### config.mk
export PLATFORM = sky130hd
export DESIGN_NAME = alu_seq_exec
export DESIGN_NICKNAME = d
export VERILOG_FILES = /design/src/rtl/alu_pkg.sv /design/src/rtl/alu_comb_unit.sv /design/src/rtl/alu_seq_exec.sv
export SDC_FILE = /design/constraint.sdc
export NUM_CORES = 1
export LEC_CHECK = 0
export CAP_MARGIN = 25
export CELL_PAD_IN_SITES_DETAIL_PLACEMENT = 2
export CELL_PAD_IN_SITES_GLOBAL_PLACEMENT = 2
export CORE_ASPECT_RATIO = 0.5
export CORE_MARGIN = 3
export CORE_UTILIZATION = 36
export DETAILED_ROUTE_END_ITERATION = 10
export PLACE_DENSITY_LB_ADDON = 0.1
export SLEW_MARGIN = 20
export SYNTH_ARGS = -nofsm -noshare
export SYNTH_HDL_FRONTEND = slang
export SYNTH_SLANG_ARGS = --single-unit
### constraint.sdc
create_clock -name clk -period 5.6 [get_ports clk]
set_input_delay 1.12 -clock clk [delete_from_list [all_inputs] [get_ports clk]]
set_output_delay 1.12 -clock clk [all_outputs]
set_load 0.01 [all_outputs]
### src/rtl/alu_pkg.sv
// Shared definitions for the ALU controller / execution interface:
// operation encoding, execution FSM states and small decode helpers.
package alu_pkg;

    localparam int ALU_OP_W = 4;

    typedef enum logic [3:0] {
        OP_AND   = 4'b0000,
        OP_OR    = 4'b0001,
        OP_ADD   = 4'b0010,
        OP_XOR   = 4'b0011,
        OP_SLL   = 4'b0100,
        OP_SRL   = 4'b0101,
        OP_SUB   = 4'b0110,
        OP_SRA   = 4'b0111,
        OP_EQ    = 4'b1000,
        OP_GE    = 4'b1001,
        OP_NE    = 4'b1010,
        OP_RSV_B = 4'b1011,
        OP_LT    = 4'b1100,
        OP_RSV_D = 4'b1101,
        OP_RSV_E = 4'b1110,
        OP_ONE   = 4'b1111
    } alu_op_e;

    typedef enum logic [1:0] {
        ST_IDLE  = 2'b00,
        ST_SHIFT = 2'b01,
        ST_DONE  = 2'b10
    } alu_state_e;

    function automatic logic is_shift_op(input alu_op_e op);
        return (op == OP_SLL) || (op == OP_SRL) || (op == OP_SRA);
    endfunction

endpackage

### src/rtl/alu_comb_unit.sv
// Single-cycle ALU operations: logic, add/sub, compares and constant codes.
// Shift and reserved codes return zero; shifts are handled by the sequencer.
module alu_comb_unit
    import alu_pkg::*;
#(
    parameter int WIDTH = 32
) (
    input  alu_op_e            op,
    input  logic [WIDTH-1:0]   src_a,
    input  logic [WIDTH-1:0]   src_b,
    output logic [WIDTH-1:0]   result
);

    logic [WIDTH-2:0] zext_s;

    assign zext_s = '0;

    // Operation select; compare results are zero-extended single bits.
    always_comb begin
        result = '0;
        case (op)
            OP_AND:  result = src_a & src_b;
            OP_OR:   result = src_a | src_b;
            OP_ADD:  result = src_a + src_b;
            OP_XOR:  result = src_a ^ src_b;
            OP_SUB:  result = src_a - src_b;
            OP_EQ:   result = {zext_s, (src_a == src_b)};
            OP_GE:   result = {zext_s, ($signed(src_a) >= $signed(src_b))};
            OP_NE:   result = {zext_s, (src_a != src_b)};
            OP_LT:   result = {zext_s, ($signed(src_a) < $signed(src_b))};
            OP_ONE:  result = {zext_s, 1'b1};
            default: result = '0;
        endcase
    end

endmodule

### src/rtl/alu_seq_exec.sv
// Handshaked ALU execution stage: single-cycle ops complete in one cycle,
// shifts iterate one bit per cycle; result is held until the consumer accepts.
module alu_seq_exec
    import alu_pkg::*;
#(
    parameter  int WIDTH = 32,
    localparam int SHW   = $clog2(WIDTH)
) (
    input  logic                clk,
    input  logic                rst_n,
    input  logic                in_valid,
    output logic                in_ready,
    input  logic [ALU_OP_W-1:0] Operation,
    input  logic [WIDTH-1:0]    SrcA,
    input  logic [WIDTH-1:0]    SrcB,
    output logic                out_valid,
    input  logic                out_ready,
    output logic [WIDTH-1:0]    ALUResult,
    output logic                Zero,
    output logic                Busy
);

    alu_state_e       state_r, state_s;
    alu_op_e          op_r, op_s, op_in_s;
    logic [WIDTH-1:0] shreg_r, shreg_s, shift_one_s;
    logic [SHW-1:0]   cnt_r, cnt_s, amt_s;
    logic [WIDTH-1:0] result_r, result_s, comb_res_s;
    logic             zero_r, zero_s;

    assign op_in_s = alu_op_e'(Operation);
    assign amt_s   = SrcB[SHW-1:0];

    alu_comb_unit #(.WIDTH(WIDTH)) u_comb (
        .op     (op_in_s),
        .src_a  (SrcA),
        .src_b  (SrcB),
        .result (comb_res_s)
    );

    // One-bit step of the shift register in the latched op's direction.
    always_comb begin
        shift_one_s = shreg_r;
        case (op_r)
            OP_SLL:  shift_one_s = {shreg_r[WIDTH-2:0], 1'b0};
            OP_SRL:  shift_one_s = {1'b0, shreg_r[WIDTH-1:1]};
            OP_SRA:  shift_one_s = {shreg_r[WIDTH-1], shreg_r[WIDTH-1:1]};
            default: shift_one_s = shreg_r;
        endcase
    end

    // Next-state and datapath-load decisions for the execution FSM.
    always_comb begin
        state_s  = state_r;
        op_s     = op_r;
        shreg_s  = shreg_r;
        cnt_s    = cnt_r;
        result_s = result_r;
        case (state_r)
            ST_IDLE: begin
                if (in_valid) begin
                    op_s = op_in_s;
                    if (!is_shift_op(op_in_s)) begin
                        result_s = comb_res_s;
                        state_s  = ST_DONE;
                    end else if (amt_s == '0) begin
                        result_s = SrcA;
                        state_s  = ST_DONE;
                    end else begin
                        shreg_s = SrcA;
                        cnt_s   = amt_s;
                        state_s = ST_SHIFT;
                    end
                end else begin
                    state_s = ST_IDLE;
                end
            end
            ST_SHIFT: begin
                shreg_s = shift_one_s;
                cnt_s   = cnt_r - SHW'(1);
                // The step taken with count 1 is the final one.
                if (cnt_r == SHW'(1)) begin
                    result_s = shift_one_s;
                    state_s  = ST_DONE;
                end else begin
                    state_s = ST_SHIFT;
                end
            end
            ST_DONE: begin
                if (out_ready) begin
                    state_s = ST_IDLE;
                end else begin
                    state_s = ST_DONE;
                end
            end
            default: state_s = ST_IDLE;
        endcase
        zero_s = (result_s == '0);
    end

    // State, operand and result registers.
    always_ff @(posedge clk or negedge rst_n) begin
        if (!rst_n) begin
            state_r  <= ST_IDLE;
            op_r     <= OP_AND;
            shreg_r  <= '0;
            cnt_r    <= '0;
            result_r <= '0;
            zero_r   <= 1'b1;
        end else begin
            state_r  <= state_s;
            op_r     <= op_s;
            shreg_r  <= shreg_s;
            cnt_r    <= cnt_s;
            result_r <= result_s;
            zero_r   <= zero_s;
        end
    end

    assign ALUResult = result_r;
    assign Zero      = zero_r;
    assign out_valid = (state_r == ST_DONE);
    assign in_ready  = (state_r == ST_IDLE);
    assign Busy      = (state_r != ST_IDLE);

endmodule

# Word-level counts from Yosys, hierarchy flattened
# Index checks and enable logic that the tools add are counted.
# Widths: inputs -> output; s select.
word_totals:
  regBits: 76
  in_bits: 72
  out_inout_bits: 36
  wordCells: 68
op_classes:
  add_sub_neg: 3
  n_lt_le_gt_ge: 2
  n_eq_ne: 23
  n_mux: 21
  bitwise_logic: 3
  n_reduce_logical: 10
op_table:
  columns: ["cell", "n"]
  rows:
  - ["$pmux 32 s10", 1]
  - ["$mux 32", 7]
  - ["$pmux 32 s2", 2]
  - ["$pmux 32 s3", 1]
  - ["$add 32x32->32", 1]
  - ["$and 32x32->32", 1]
  - ["$eq 32x32->1", 1]
  - ["$ge 32x32->1", 1]
  - ["$logic_not 32->1", 1]
  - ["$lt 32x32->1", 1]
  - ["$ne 32x32->1", 1]
  - ["$or 32x32->32", 1]
  - ["$sub 32x32->32", 1]
  - ["$xor 32x32->32", 1]
  - ["$eq 4x3->1 const B", 7]
  - ["$eq 4x4->1 const B", 5]
  - ["$mux 5", 3]
  - ["$mux 2", 5]
  - ["$pmux 5 s2", 1]
  - ["$eq 4x2->1 const B", 2]
  - ["$pmux 2 s3", 1]
  - ["$eq 5x1->1 const B", 1]
  - ["$logic_not 5->1", 1]
  - ["$sub 5x1->5 const B", 1]
  - ["11 further kinds", 14]

# Depth between registers and ports, before layout
# Gate-level depths: netlist (run 1).
depth:
  ltp_word: 7
  mapped_depth: 15
  ltp_nobuf: 14

# Cells and area by module
# A second synthesis (run 1) with hierarchy kept.
unflattened:
  hier_cells: 1435
  hier_area_um2: 10395.0
modules_own_cells:
  columns: ["mod", "instances", "cells_each", "area_each_um2", "seq_area_each_um2"]
  rows:
  - ["alu_comb_unit", 1, 832, 5522.8, 0.0]
  - ["alu_seq_exec", 1, 603, 4872.2, 1903.1]

# Worst setup path after synthesis (run 1)
# Ideal clock, no wire load.
synth_timing:
  kind: "input to register"
  start: "input port SrcA[0]"
  end: "register zero_r, in the netlist Zero"
  setup_time_ns: 0.075
  arrival_time_ns: 4.118
  required_time_ns: 5.525
  slack_ns: 1.407
  path_stages: 14
  path_buffers: 0
  cell_sequence: "inv_1 -> ha_1 -> fa_1 -> o21ba_1 -> or4_4 -> a21boi_2 -> a211oi_1 -> a21oi_1 -> or3_1 -> a21oi_1 -> o41ai_1 -> o211ai_1 -> or4_1 -> nor3_2"
synth_between:
  elab_chain_cells: 6
  word_cells_on_any_way: 15
  classes_between: "add/sub: 2; order compare: 2; eq/ne: 2; mux: 5; bitwise: 3; reduce/logical: 1"
synth_lines:
  columns: ["element", "line", "source"]
  rows:
  - ["start: declaration", "alu_seq_exec.sv:14", "input logic [WIDTH-1:0] SrcA,"]
  - ["$sub 32x32->32 or $add 32x32->32 (tied branches)", "alu_comb_unit.sv:26, alu_comb_unit.sv:24", null]
  - ["$pmux 32 s10 (*)", "alu_comb_unit.sv:21", "case (op)"]
  - ["$mux 32 (*)", "alu_seq_exec.sv:62", "if (!is_shift_op(op_in_s)) begin"]
  - ["$mux 32 (*)", "alu_seq_exec.sv:60", "if (in_valid) begin"]
  - ["$pmux 32 s2 (*)", "alu_seq_exec.sv:58", "case (state_r)"]
  - ["named net result_s[28]", "alu_seq_exec.sv:27", "logic [WIDTH-1:0] result_r, result_s, comb_res_s;"]
  - ["$logic_not 32->1 (*)", "alu_seq_exec.sv:97", "zero_s = (result_s == '0);"]
  - ["named net zero_s", "alu_seq_exec.sv:28", "logic zero_r, zero_s;"]
  - ["end signal: assignment", "alu_seq_exec.sv:115", "zero_r <= zero_s;"]
  - ["end: declaration", "alu_seq_exec.sv:28", null]
# Mark *: on every way through the listed nets, which the timed path passes. The rest lies on a longest branch.
# A chain may end at the register's enable or synchronous reset.

# Worst setup path after layout (run 1)
layout_timing:
  start: "input port SrcA[16]"
  end: "register zero_r, in the netlist Zero"
# Same word-level chain as after synthesis.

==> metrics, run 1 <==
Post-synth ARST share=100%; hold_ws=0.563 ns; total CTS buffers=9; Synth Instances=1,485; # nets final=1,790; Final ANT Viol Nets=0; Final Hold Viols=0; Die Y=127 µm; Root Driver=clkbuf_16; drt pass-1 iters=8; die area=31,500 µm²; Vias/cell=7.07; RSZ-0062 raised after global routing=no; GRT Util Overall=44.2%; syn nets=1,658; Crit. Startpoint=SrcA[16]; Startpoint Class=primary input; number of max-cap violations=0; Post-DP HPWL=55.2 mm; #FFs+latches synth=76; Critical R2R Launch=op_r[3]$_DFFE_PN0P_; total power=4.81 mW; Tmin final=5.50 ns; Rel. slew slack=20.0%; Hold Buf Count CTS=0; Avg Cell Area, Syn=7.09 µm²; Bufs and invs on worst path=3; period utilization=98.2%; starting density of the core=37.3%; CP arrival=5.81 ns; CP delay by family, top=compound AO/OA/AOI/OAI gates; Post-synth EDFFs=0; Clock Skew=0.0120 ns; non-filler cells, final=2,004; CP max stage cell=o31ai_1; reg2reg setup slack=1.11 ns; CTS tree=yes; share of the synthesized area in the top cell type=17.8%; crit-path cells=clkdlybuf4s50_1 > inv_1 > ha_1 > buf_4 > o31ai_1 > a211oi_1 > a21oi_1 > or3_1 > a21oi_1 > o41ai_1 > o211ai_1 > or4_1 > nor3_2; register area share after synthesis=18.1%; P_int=2.24 mW; n_diodes=0; FMAX=182 MHz; Final Setup Violations=0; initial antenna violation count=1; CP Capture Type=register; Hold/Removal Path Class=reg -> reg; distinct cell type count after synthesis=96; Core ar.=28,200 µm²; outcome=completed; Slew Viols, Final=0; share of cells above drive strength 1=11.5%; Worst Hold Launch=shreg_r[7]$_DFFE_PN0P_; leading area contributor after synthesis=dfrtp_1; Synth warnings=0; Iter 0 DRT Violations=1,857; # IOs=108; most area-consuming cells after synthesis=dfrtp_1, ha_1, a21oi_1; vias in the first global route=14,800; Routed WL=70.2 mm; gpl congestion=1.00; Sequential Power Share=25.5%; CP most frequent cell=a21oi_1; Peak VDD IR=0.318 mV; DIE WIDTH=248 µm; Clock Sinks=76; GRT overflow=0; Psw=2.57 mW; pin count of the biggest net entering global routing=43; H-tree depth=3; Area Growth Syn to Fin=22.6%; port bufs=107; DR WL/cell=35.0 µm; LEAKAGE=5.64 nW; switching part of the total power=53.4%; most common flop cell mapped by yosys=dfrtp_1; # rows=43; placed cell count=1,987; via count=14,200; Crit Path Class=in -> reg; first-pass GRT wire length=102 mm; Worst-Margin Slew=1.19 ns; Worst EP required=5.90 ns; top post-synthesis cells by count=nand2_1, nor2_1, a21oi_1; Clock Power Share=14.8%; DRC viols=0; synthesized cell area=10,500 µm²; CP peak stage delay=0.99 ns; most frequent cell after synthesis=nand2_1; crit-path max FO=8; Power Density=373 nW/µm²; Max clock buf depth=2; clock latency on the worst-skew pair=0.39 ns; power share of the combinational group=59.6%; CTS clock-pin slew for the worst setup and hold paths=0.07 ns
==> worst paths after layout <==
| path | endpoint | cells after the start |
|---|---|---|
| max | Zero$_DFF_PN1_ | 13 |
| min | shreg_r[7]$_DFFE_PN0P_ | 2 |
| max reg2reg | Zero$_DFF_PN1_ | 12 |
| min reg2reg | shreg_r[7]$_DFFE_PN0P_ | 2 |
| max in group asynchronous | ALUResult[13]$_DFF_PN0_ | 2 |
| min in group asynchronous | op_r[2]$_DFFE_PN0P_ | 1 |
==> power groups by stage <==
stage / Combinational, mW / Clock, mW / Sequential [mW]
finish: 2.87 / 0.713 / 1.23
detailed placement: 2.71 / 0 / 1.20
global placement: 2.57 / 0 / 1.17
CTS: 2.75 / 0.712 / 1.19
floorplan: 1.48 / 0 / 1.03
global route: 3.01 / 0.733 / 1.24
==> sequential cells by signal, summed over array words and instances (netlist names) <==
| register | count |
|---|---|
| op_r | 4 |
| Zero | 1 |
| state_r | 2 |
| ALUResult | 32 |
| shreg_r | 32 |
| cnt_r | 5 |
==> through the flow <==
step	utilization (%)	instance area (µm²)	worst slack [ns]	TNS (ns)
global placement	44.4	12600	-0.123	-0.123
finish	45.7	12900	0.0991	0
floorplan	-	10500	1.41	0
detailed placement	44.4	12600	-0.0832	-0.0832
CTS	45.6	12900	0.293	0
global route	45.7	12900	0.0146	0
==> worst min-delay path, delay by kind of cell, from the launching register on <==
| family | cells | cell delay, ns |
|---|---|---|
| AO/OA/AOI/OAI | 1 | 0.07 |
| AND/OR/NAND/NOR | 1 | 0.07 |
| flip-flops | 1 | 0.39 |
==> layout make-up <==
cell class                 instances  area [µm²]
clock buffer                       9         225
clock inverter                     7         105
fill                            3271       15300
inverter                         108         405
multi-input combinational       1200        7830
sequential                        76        1900
tap                              382         478
timing repair buffer             222        1960
==> placed cells by master (no fill, tap or decap), types with 14 or more instances in the layout <==
cell / netlist / routed
nor2_1: 149 / 145
a31oi_1: 34 / 34
dfrtp_1: 75 / 75
clkdlybuf4s50_1: 0 / 106
o211ai_1: 26 / 26
o31ai_1: 23 / 23
a21oi_1: 141 / 141
inv_1: 106 / 106
nor4_1: 20 / 18
mux2i_1: 15 / 15
nand2b_1: 18 / 17
a211oi_1: 21 / 21
buf_4: 7 / 113
ha_1: 99 / 99
nand2_1: 174 / 173
nand3_1: 35 / 35
nor2b_1: 14 / 14
a21o_1: 19 / 19
nor3_1: 34 / 34
o21ai_0: 84 / 84
o221ai_1: 29 / 29
or3_1: 16 / 16
==> kinds of logic (layout without fill, tap and decap cells) <==
group | after synthesis | count (layout) | share of synthesized area, %
multiplexers | 18 | 18 | 1.75
buffers and inverters | 209 | 346 | 7.97
adder cells (fa/ha/maj) | 101 | 101 | 12.1
XOR/XNOR | 15 | 15 | 1.32
AND/OR/NAND/NOR | 541 | 541 | 24.7
flip-flops | 76 | 76 | 18.1
AO/OA/AOI/OAI | 525 | 525 | 34.1
==> routing by layer <==
layer / part of all wire, % / wire length (µm) / track usage (%) / up-vias
li1: - / - / - / 5726
met1: 43 / 29900 / 60.7 / 7204
met2: 41 / 28600 / 64.3 / 987
met3: 12 / 8400 / 13.5 / 241
met4: 4.6 / 3200 / 17.4 / 2
met5: 0.010 / 7 / 0 / -
==> what timing repair did <==
item,4_1_cts,5_1_grt
resized for setup,0,1
setup endpoints to repair,0,1
hold endpoints to repair,0,0
setup buffers,0,0
(Power assumes the default switching activity.)
==> run 2: changes to the inputs <==
--- a/config.mk
+++ b/config.mk
@@ -5,12 +5,13 @@
 export SDC_FILE = /design/constraint.sdc
 export NUM_CORES = 1
 export LEC_CHECK = 0
+export ABC_AREA = 1
 export CAP_MARGIN = 25
 export CELL_PAD_IN_SITES_DETAIL_PLACEMENT = 2
 export CELL_PAD_IN_SITES_GLOBAL_PLACEMENT = 2
 export CORE_ASPECT_RATIO = 0.5
-export CORE_MARGIN = 3
-export CORE_UTILIZATION = 36
+export CORE_MARGIN = 1
+export CORE_UTILIZATION = 33
 export DETAILED_ROUTE_END_ITERATION = 10
 export PLACE_DENSITY_LB_ADDON = 0.1
 export SLEW_MARGIN = 20
==> run 2 against run 1 <==
  * Clock skew shrank 0.0020 ns
  * Wire length decreased by 5.4%
  * Worst hold slack worse by 0.023 ns
  * Core utilization decreased by 6.1 points
  * Worst setup slack improved by 0.64 ns
  * Sequential cell count is the same
  * Clock-buffer cell count grew 2
  * Critical path depth increased by 6
  * Total power decreased by 5.3%
  * Largest power group unchanged
==> metrics, run 2 <==
H-tree depth=3; die area=35,300 µm²; Tmin final=4.87 ns; number of max-cap violations=0; port bufs=107; commonest non-fill, non-tap cells in the layout=nand2_1, inv_1, nor2_1, nand3_1, clkdlybuf4s50_1; Routed WL=66.4 mm; sequential cell area=1900 µm²; Worst Reg-to-Reg Cells=14; outcome=completed; Final Hold Viols=0; Multi-input gate area=7620 µm²; P_int=2.15 mW; drt pass-1 iters=6; Setup Total Neg Slack=0 ns; setup bufs post-CTS=0; total CTS buffers=9; DRC viols=0; power share of the combinational group=62.0%; clock latency on the worst-skew pair=0.35 ns; Die Y=133 µm; Clock Skew=0.0100 ns; fill count=4,360; n_diodes=0; Startpoint Class=primary input; Clock Power Share=15.1%; DIE WIDTH=265 µm; Root Driver=clkbuf_16; non-filler cells, final=2,552; met3 wire len=7.27 mm; Vias/cell=5.72; Rel. slew slack=31.2%; Sequential Power Share=22.9%; starting density of the core=34.0%; # nets final=2,279; # rows=47; # IOs=108; FMAX=206 MHz; top post-synthesis cells by count=nand2_1, inv_1, nor2_1; Critical R2R Launch=op_r[2]$_DFFE_PN0P_; initial antenna violation count=2; gpl congestion=0.996; placed cell count=2,536; Synth warnings=0; vias in the first global route=15,100; post-CTS sizing=0; first-pass GRT wire length=98.1 mm; distinct cell type count after synthesis=41; CTS tree=yes; LEAKAGE=7.07 nW; register area share after synthesis=16.7%; DR WL/cell=26.0 µm; Worst-Margin Slew=1.03 ns; Area Growth Syn to Fin=16.4%; crit-path max FO=8; Clock Sinks=76; Hold/Removal Path Class=reg -> reg; syn nets=2,203; R2R Path End=Zero$_DFF_PN1_; RSZ-0062 raised after global routing=no; Core ar.=33,500 µm²; Post-DP HPWL=53.9 mm; Worst Hold Launch=shreg_r[9]$_DFFE_PN0P_; share of cells above drive strength 1=3.46%; GRT Util Overall=37.5%; Max clock buf depth=2; Iter 0 DRT Violations=1,217; CP Capture Type=register; most common flop cell mapped by yosys=dfrtp_1; Slew Viols, Final=0; pin count of the biggest net entering global routing=77; hold_ws=0.540 ns; Post-synth ARST share=100%; Post-synth EDFFs=0; CTS clock-pin slew for the worst setup and hold paths=0.07 ns; most frequent cell after synthesis=nand2_1; Synth Instances=2,030; Avg Cell Area, Syn=5.61 µm²; Final Setup Violations=0; switching part of the total power=52.9%; Power Density=344 nW/µm²; share of the synthesized area in the top cell type=20.6%; synthesized cell area=11,400 µm²; highest metal used=met5; Crit Path Class=in -> reg; leading area contributor after synthesis=nand2_1; Final ANT Viol Nets=0; Hold Buf Count CTS=0; most area-consuming cells after synthesis=nand2_1, dfrtp_1, inv_1; Core Util, Final=39.5%; metal1 wirelength=31.9 mm; end of the worst hold path=shreg_r[9]$_DFFE_PN0P_; via count=14,600; Worst EP required=5.87 ns; CP arrival=5.14 ns; #FFs+latches synth=76; GRT overflow=0; period utilization=86.9%; reg2reg setup slack=1.96 ns; Psw=2.41 mW; Peak VDD IR=0.449 mV; commonest non-fill, non-tap cell in the layout=nand2_1; WHS Path Cells=2; met2 WL=26.6 mm
[run 2: power by group through the flow]
| stage | sequential [mW] | combinational (mW) | clock (mW) |
|---|---|---|---|
| 3_5_place_dp | 1.03 | 2.69 | 0 |
| 5_1_grt | 1.06 | 3.05 | 0.711 |
| 6_report | 1.04 | 2.83 | 0.688 |
| 2_1_floorplan | 1.00 | 1.55 | 0 |
| 4_1_cts | 1.03 | 2.77 | 0.692 |
| 3_3_place_gp | 1.02 | 2.61 | 0 |
[run 2: routing by layer]
metal | track usage (%) | vias up
met3 | 12.7 | 49
met2 | 54.1 | 570
met4 | 5.52 | 2
li1 | - | 6650
met5 | 0 | -
met1 | 54.3 | 7322
[run 2: how the worst max path moves through the flow]
stage,startpoint,to,cells after the start
4_1_cts,SrcA[12],Zero$_DFF_PN1_,19
3_3_place_gp,SrcA[12],Zero$_DFF_PN1_,20
3_5_place_dp,SrcA[2],Zero$_DFF_PN1_,22
6_report,SrcA[11],Zero$_DFF_PN1_,19
2_1_floorplan,SrcA[0],Zero$_DFF_PN1_,22
5_1_grt,SrcA[11],Zero$_DFF_PN1_,22
[run 2: area by class of cell]
class / instances / area share [%]
Sequential cell: 76 / 14.4
Multi-Input combinational cell: 1476 / 57.5
Inverter: 402 / 11.4
Tap cell: 441 / 4.16
Clock inverter: 5 / 0.755
Clock buffer: 11 / 1.76
Timing Repair Buffer: 141 / 10.1
[run 2: logic make-up (layout without fill, tap and decap cells)]
| group | after synthesis | in the layout | share of synthesized area (%) |
|---|---|---|---|
| buf+inv | 478 | 559 | 16.4 |
| flops | 76 | 76 | 16.7 |
| simple gates | 1021 | 1021 | 37.1 |
| compound gates | 354 | 354 | 18.5 |
| fa+ha+maj | 101 | 101 | 11.2 |
[run 2: worst max-delay path, cell delays in order]
cell and delay, ns:
clkdlybuf4s50_1 0.51, inv_1 0.24, ha_1 0.56, nand2_1 0.12, inv_1 0.13, nand2_1 0.18, nor3_1 0.42, nand3_1 0.29
nand3_1 0.17, nand2_1 0.06, nand3_1 0.08, nand4_1 0.34, nand2_1 0.21, nand2_1 0.07, a21oi_1 0.15, nand2_1 0.08
nor2_1 0.15, nand3_1 0.13, nor2_1 0.14
[run 2: stage by stage]
stage	instance area [µm²]	power [mW]	worst slack (ns)
final	13300	4.56	0.734
after CTS	13300	4.49	0.922
after floorplan	11400	2.56	2.47
after detailed placement	12900	3.73	0.707
after global placement	12900	3.64	0.724
after global routing	13300	4.82	0.552
